[src/rtl/fib_arb_pkg.sv]
// Shared types for the Fibonacci engine arbiter: FSM states and response error codes.
// Latency: n/a (types only).
// Backpressure: n/a.
package fib_arb_pkg;

   typedef enum logic [2:0] {
      S_IDLE,
      S_STROBE,
      S_SETTLE,
      S_WAIT,
      S_RESP
   } state_t;

   localparam logic [1:0] ERR_OK      = 2'b00;
   localparam logic [1:0] ERR_RANGE   = 2'b01;
   localparam logic [1:0] ERR_TIMEOUT = 2'b10;

endpackage

[src/rtl/rr_arbiter.sv]
// Round-robin picker: first requester after last_grant, wrapping at NUM_REQ.
// Latency: purely combinational.
// Backpressure: none; the caller decides whether the grant is used.
module rr_arbiter #(
   parameter int NUM_REQ = 4
) (
   input  logic [NUM_REQ-1:0]         req,
   input  logic [$clog2(NUM_REQ)-1:0] last_grant,
   output logic [NUM_REQ-1:0]         grant,
   output logic [$clog2(NUM_REQ)-1:0] grant_idx,
   output logic                       any_req
);

   localparam int IDX_W = $clog2(NUM_REQ);

   int               idx;
   logic [IDX_W-1:0] sel;

   // Scan from the farthest offset down so the nearest hit is the one that sticks.
   always_comb begin
      grant     = '0;
      grant_idx = '0;
      any_req   = |req;
      idx       = 0;
      sel       = '0;
      for (int k = NUM_REQ; k >= 1; k--) begin
         idx = (int'(last_grant) + k) % NUM_REQ;
         sel = IDX_W'(idx);
         if (req[sel]) begin
            grant      = '0;
            grant[sel] = 1'b1;
            grant_idx  = sel;
         end
      end
   end

endmodule

[src/rtl/fib_arbiter.sv]
// Shares one Fibonacci engine among NUM_REQ requesters with round-robin grants, range check and busy watchdog.
// Latency: grant G, strobe G+1, response G+4 at the earliest (G+1 for range errors).
// Backpressure: req_ready only in IDLE; one job in flight, others hold req_valid until granted.
module fib_arbiter
   import fib_arb_pkg::*;
#(
   parameter int NUM_REQ   = 4,
   parameter int N_WIDTH   = 8,
   parameter int RES_WIDTH = 8,
   parameter int MAX_N     = 13,
   parameter int TIMEOUT   = 255
) (
   input  logic                         clk,
   input  logic                         rst,
   input  logic [NUM_REQ-1:0]           req_valid,
   input  logic [NUM_REQ*N_WIDTH-1:0]   req_n,
   output logic [NUM_REQ-1:0]           req_ready,
   output logic [NUM_REQ-1:0]           rsp_valid,
   output logic [RES_WIDTH-1:0]         rsp_result,
   output logic [1:0]                   rsp_err,
   output logic                         eng_strobe,
   output logic [N_WIDTH-1:0]           eng_n,
   input  logic                         eng_busy,
   input  logic [RES_WIDTH-1:0]         eng_result
);

   localparam int IDX_W = $clog2(NUM_REQ);
   localparam int CNT_W = $clog2(TIMEOUT + 1);

   state_t               state, state_nxt;
   logic [IDX_W-1:0]     last_grant, grant_idx;
   logic [NUM_REQ-1:0]   grant, win_q;
   logic                 any_req;
   logic [N_WIDTH-1:0]   n_arr [NUM_REQ];
   logic [N_WIDTH-1:0]   win_n;
   logic                 range_err;
   logic [CNT_W-1:0]     wait_cnt, wait_cnt_inc;
   logic                 timed_out;

   rr_arbiter #(.NUM_REQ(NUM_REQ)) u_rr (
      .req        (req_valid),
      .last_grant (last_grant),
      .grant      (grant),
      .grant_idx  (grant_idx),
      .any_req    (any_req)
   );

   for (genvar i = 0; i < NUM_REQ; i++) begin : g_unpack
      assign n_arr[i] = req_n[i*N_WIDTH +: N_WIDTH];
   end

   assign win_n        = n_arr[grant_idx];
   assign range_err    = win_n > N_WIDTH'(MAX_N);
   assign wait_cnt_inc = wait_cnt + CNT_W'(1);
   assign timed_out    = wait_cnt_inc == CNT_W'(TIMEOUT);

   always_comb begin
      state_nxt  = state;
      req_ready  = '0;
      eng_strobe = 1'b0;
      case (state)
         S_IDLE: begin
            req_ready = grant;
            if (any_req) state_nxt = range_err ? S_RESP : S_STROBE;
         end
         S_STROBE: begin
            eng_strobe = 1'b1;
            state_nxt  = S_SETTLE;
         end
         S_SETTLE: state_nxt = S_WAIT;
         S_WAIT:   if (!eng_busy || timed_out) state_nxt = S_RESP;
         S_RESP:   state_nxt = S_IDLE;
         default:  state_nxt = S_IDLE;
      endcase
   end

   always_ff @(posedge clk) begin
      if (rst) begin
         state      <= S_IDLE;
         last_grant <= IDX_W'(NUM_REQ - 1);
         win_q      <= '0;
         eng_n      <= '0;
         wait_cnt   <= '0;
         rsp_valid  <= '0;
         rsp_result <= '0;
         rsp_err    <= ERR_OK;
      end else begin
         state     <= state_nxt;
         rsp_valid <= '0;
         case (state)
            S_IDLE: begin
               if (any_req) begin
                  last_grant <= grant_idx;
                  win_q      <= grant;
                  // Out-of-range jobs never reach the engine, so eng_n keeps its last legal value.
                  if (range_err) begin
                     rsp_valid  <= grant;
                     rsp_result <= '0;
                     rsp_err    <= ERR_RANGE;
                  end else begin
                     eng_n <= win_n;
                  end
               end
            end
            S_SETTLE: wait_cnt <= '0;
            S_WAIT: begin
               wait_cnt <= wait_cnt_inc;
               if (!eng_busy) begin
                  rsp_valid  <= win_q;
                  rsp_result <= eng_result;
                  rsp_err    <= ERR_OK;
               end else if (timed_out) begin
                  rsp_valid  <= win_q;
                  rsp_result <= '0;
                  rsp_err    <= ERR_TIMEOUT;
               end
            end
            default: ;
         endcase
      end
   end

endmodule

[config.mk]
export PLATFORM = sky130hd
export DESIGN_NAME = fib_arbiter
export DESIGN_NICKNAME = d
export VERILOG_FILES = /design/src/rtl/fib_arb_pkg.sv /design/src/rtl/rr_arbiter.sv /design/src/rtl/fib_arbiter.sv
export SDC_FILE = /design/constraint.sdc
export NUM_CORES = 1
export LEC_CHECK = 0
export ABC_AREA = 1
export BUFFER_PORTS_ARGS = -buffer_cell sky130_fd_sc_hd__buf_4
export CAP_MARGIN = 40
export CORE_ASPECT_RATIO = 1.5
export CORE_MARGIN = 10
export CORE_UTILIZATION = 52
export DETAILED_ROUTE_END_ITERATION = 7
export PLACE_DENSITY = 0.85
export SETUP_SLACK_MARGIN = 0.5
export SYNTH_ARGS = -nofsm -noshare
export SYNTH_HDL_FRONTEND = slang
export SYNTH_SLANG_ARGS = --single-unit
export TNS_END_PERCENT = 100
[constraint.sdc]
create_clock -name clk -period 3.4 [get_ports clk]
set_input_delay 0.17 -clock clk [delete_from_list [all_inputs] [get_ports clk]]
set_output_delay 0.17 -clock clk [all_outputs]
set_load 0.005 [all_outputs]
==> results.py <==
metrics = {
    "power": {
        "power-per-cell-area_nw_per_um2": 958,
        "finalPower_w": 0.00311,
        "ir_worst_vdd_v": 0.000667,
        "leakage_nw": 1.61,
    },
    "final_layout": {
        "fillerInstances": 407,
        "mostFrequentLayoutCell": "sky130_fd_sc_hd__nand2_1",
        "final_layout_size_suffix_gt1_share_pct": 26.3,
        "area_growth_pct": 31.0,
        "antenna-diode-count": 0,
        "design_area_um2": 3240,
        "finish.utilization_pct": 70.8,
        "layout_common_cells": "98 x sky130_fd_sc_hd__nand2_1, 76 x sky130_fd_sc_hd__buf_4, 52 x sky130_fd_sc_hd__inv_1",
        "fin_nets": 509,
    },
    "route": {
        "via_per_inst": 5.26,
        "vias": 2740,
        "post_route_drc_violation_count": 0,
        "drt_first_pass_iters": 4,
        "routed_wl_um": 6910,
        "drt_iter0_drc": 263,
        "antenna_left": 0,
        "wire_per_inst_um": 13.3,
    },
    "yosys": {
        "yosys_register_bits": 39,
        "ys.warnings.count": 0,
        "post_synthesis_instance_area_um2": 2480,
        "synth-main-ff-cell": "sky130_fd_sc_hd__dfxtp_1",
        "yosys.area.top_type": "sky130_fd_sc_hd__dfxtp_1",
        "synth_enable_flop_cells": 0,
        "avgSynthCellArea_um2": 6.52,
        "netlist-cell-type-count": 36,
        "syn-instance-count": 380,
        "post_synth_main_area_contributors": "sky130_fd_sc_hd__dfxtp_1 32%, sky130_fd_sc_hd__nand2_1 15%, sky130_fd_sc_hd__nand3_1 8.1%",
        "asyncSetResetFlopFracSynth_pct": 0,
        "synth.yosys.seq_area_share_pct": 31.5,
        "synthesis.nets": 433,
        "synth.top_cell.area_share_pct": 31.5,
    },
    "setup_path": {
        "reg_to_reg_slack_setup_ns": 0.78,
        "worstPathRequired_ns": 3.58,
        "crit_top_cell": "sky130_fd_sc_hd__nand2_2",
        "crit_chain": "inv_2, ha_4, inv_1, nand3_1, nand2_2, nand2_2, nand2_2, nand2_8, nand2_8, nand2_1, nand3_1, nand2_1, nand2_2, nor2_8, nand3_4, a21oi_1, nor2_1",
        "worstPathArrival_ns": 2.80,
        "critPathCaptureType": "register",
        "startpoint_type": "register",
        "critical-path-max-stage-delay_ns": 0.39,
        "cp_max_fo": 17,
        "worstSetupPathType": "reg -> reg",
        "critPathSlowestCell": "sky130_fd_sc_hd__dfxtp_4",
    },
    "grt": {
        "via_count_of_the_first_global_routing_pass": 2532,
        "antenna_found_initial": 0,
        "grt_start_max_net_pins": 23,
        "grt_util_all_layers_pct": 15.6,
        "grt.overflow.total": 0,
        "global_route_wire_length_before_repair_um": 10600,
    },
    "sta": {
        "finalSetupTns_ns": 0,
        "setup_ws_ns": 0.778,
        "grt_setup_unrepaired": "no",
        "finClkSkew_ns": 0.00754,
        "slew_margin_rel_pct": 41.2,
        "drv_slew": 0,
        "least_margin_pin_slew_ns": 0.878,
        "fin_crit_ns": 2.62,
        "fmax_ghz": 0.381,
        "setup_violations": 0,
        "report.final.hold_viol_count": 0,
        "min_period_over_period_pct": 77.1,
    },
    "floorplan": {
        "dieWidth_um": 76.4,
        "die_area_um2": 7980,
        "number_of_cell_rows": 30,
        "placeableCoreArea_um2": 4580,
        "initial_utilization_pct": 54.1,
        "io_pins": 74,
        "die_height_um": 105,
    },
    "placed_design": {
        "dp_worst_setup_slack_ns": 0.497,
        "placer_congestion": 0.947,
        "place.port_buffers": 73,
        "dp.final_hpwl_um": 5100,
        "dpl_cell_area_um2": 3050,
    },
    "run": {
        "cap_violations": 0,
    },
    "clocking": {
        "cts_hold_buffers": 0,
        "cts.reportedPaths.clkPinSlew_ns": 0.08,
        "cts_made_buffers": 5,
        "cts_tree": "done",
        "clock_tree.root_cell": "sky130_fd_sc_hd__clkbuf_8",
        "clkLatencyLatePin_ns": 0.29,
        "clock_path_buffers": 2,
        "clock_tree.htree_level_count": 2,
        "cts_sinks": 39,
    },
    "outcome": {
        "status": "complete, no violations",
    },
    "hold_path": {
        "timing.hold.worst.class": "in -> reg",
    },
}
## registers in the layout (all words and copies together) (netlist names)
register	flops
eng_n	8
rsp_result	8
wait_cnt	8
rsp_valid	4
win_q	4
state	3
last_grant	2
rsp_err	2
## what timing repair did
item,CTS,global route
hold endpoints to repair,0,0
setup endpoints to repair,5,24
gates resized for setup,1,8
buffers inserted,0,2
pin swaps,0,2
cloned,0,2
## kinds of logic after synthesis
family / Yosys count / share of synthesized area, %
compound gates: 45 / 10.4
flops: 39 / 31.5
fa+ha+maj: 6 / 3.03
xor+xnor: 4 / 1.41
simple gates: 220 / 42.4
buf+inv: 66 / 11.3
## power by group
part           internal [W]  switching, W
clock              0.000185      0.000159
sequential         0.000569     0.0000731
combinational      0.000782       0.00134
total               0.00154       0.00157
## critical path, delay by kind of cell, from the launching register on
kind	cells	cell delay, ns
AND/OR/NAND/NOR	13	1.36
flip-flops	1	0.39
adder cells (fa/ha/maj)	1	0.30
AO/OA/AOI/OAI	1	0.25
buffers and inverters	2	0.17
## cells in the mapped netlist (all sizes together) (2+ instances only)
master	count
nand3	44
nand2	114
o221ai	3
inv	55
dfxtp	39
xnor2	2
nand3b	7
nor3	7
o22ai	5
or2	2
o21ai	7
a21oi	27
clkinv	2
nand4	4
buf	4
xor2	2
ha	6
clkbuf	5
nor2	41
## through the flow
stage                     hold slack, ns  instances
final                              0.216        521
after floorplan                    0.270        380
after global routing               0.236        521
after CTS                          0.220        517
after detailed placement           0.430        509
after global placement             0.432        509
## layout make-up
type	instances	area (um^2)	share of cell area, %
Multi-Input combinational cell	277	1490	45.8
Sequential cell	39	788	24.3
Timing Repair Buffer	76	571	17.6
Inverter	57	219	6.75
Clock buffer	8	100	3.09
Tap cell	64	80.1	2.47
## path summary, 6_finish.rpt
path	startpoint	to	depth (start not counted)
setup / recovery	last_grant[0]	rsp_result[0]	17
hold reg to reg	eng_n[5]	eng_n[5]	2
hold / removal	eng_result[4]	rsp_result[4]	5
setup reg to reg	last_grant[0]	rsp_result[0]	17
## metal layers
| metal | wire [um] | vias to the layer above | GRT usage, % |
|---|---|---|---|
| met5 | 0 | - | 0 |
| met4 | 285 | 0 | 9.87 |
| met3 | 449 | 22 | 4.20 |
| met1 | 2610 | 1245 | 15.3 |
| met2 | 3570 | 104 | 28.1 |
| li1 | - | 1369 | - |
No activity file was read; power rests on OpenSTA's default activity.
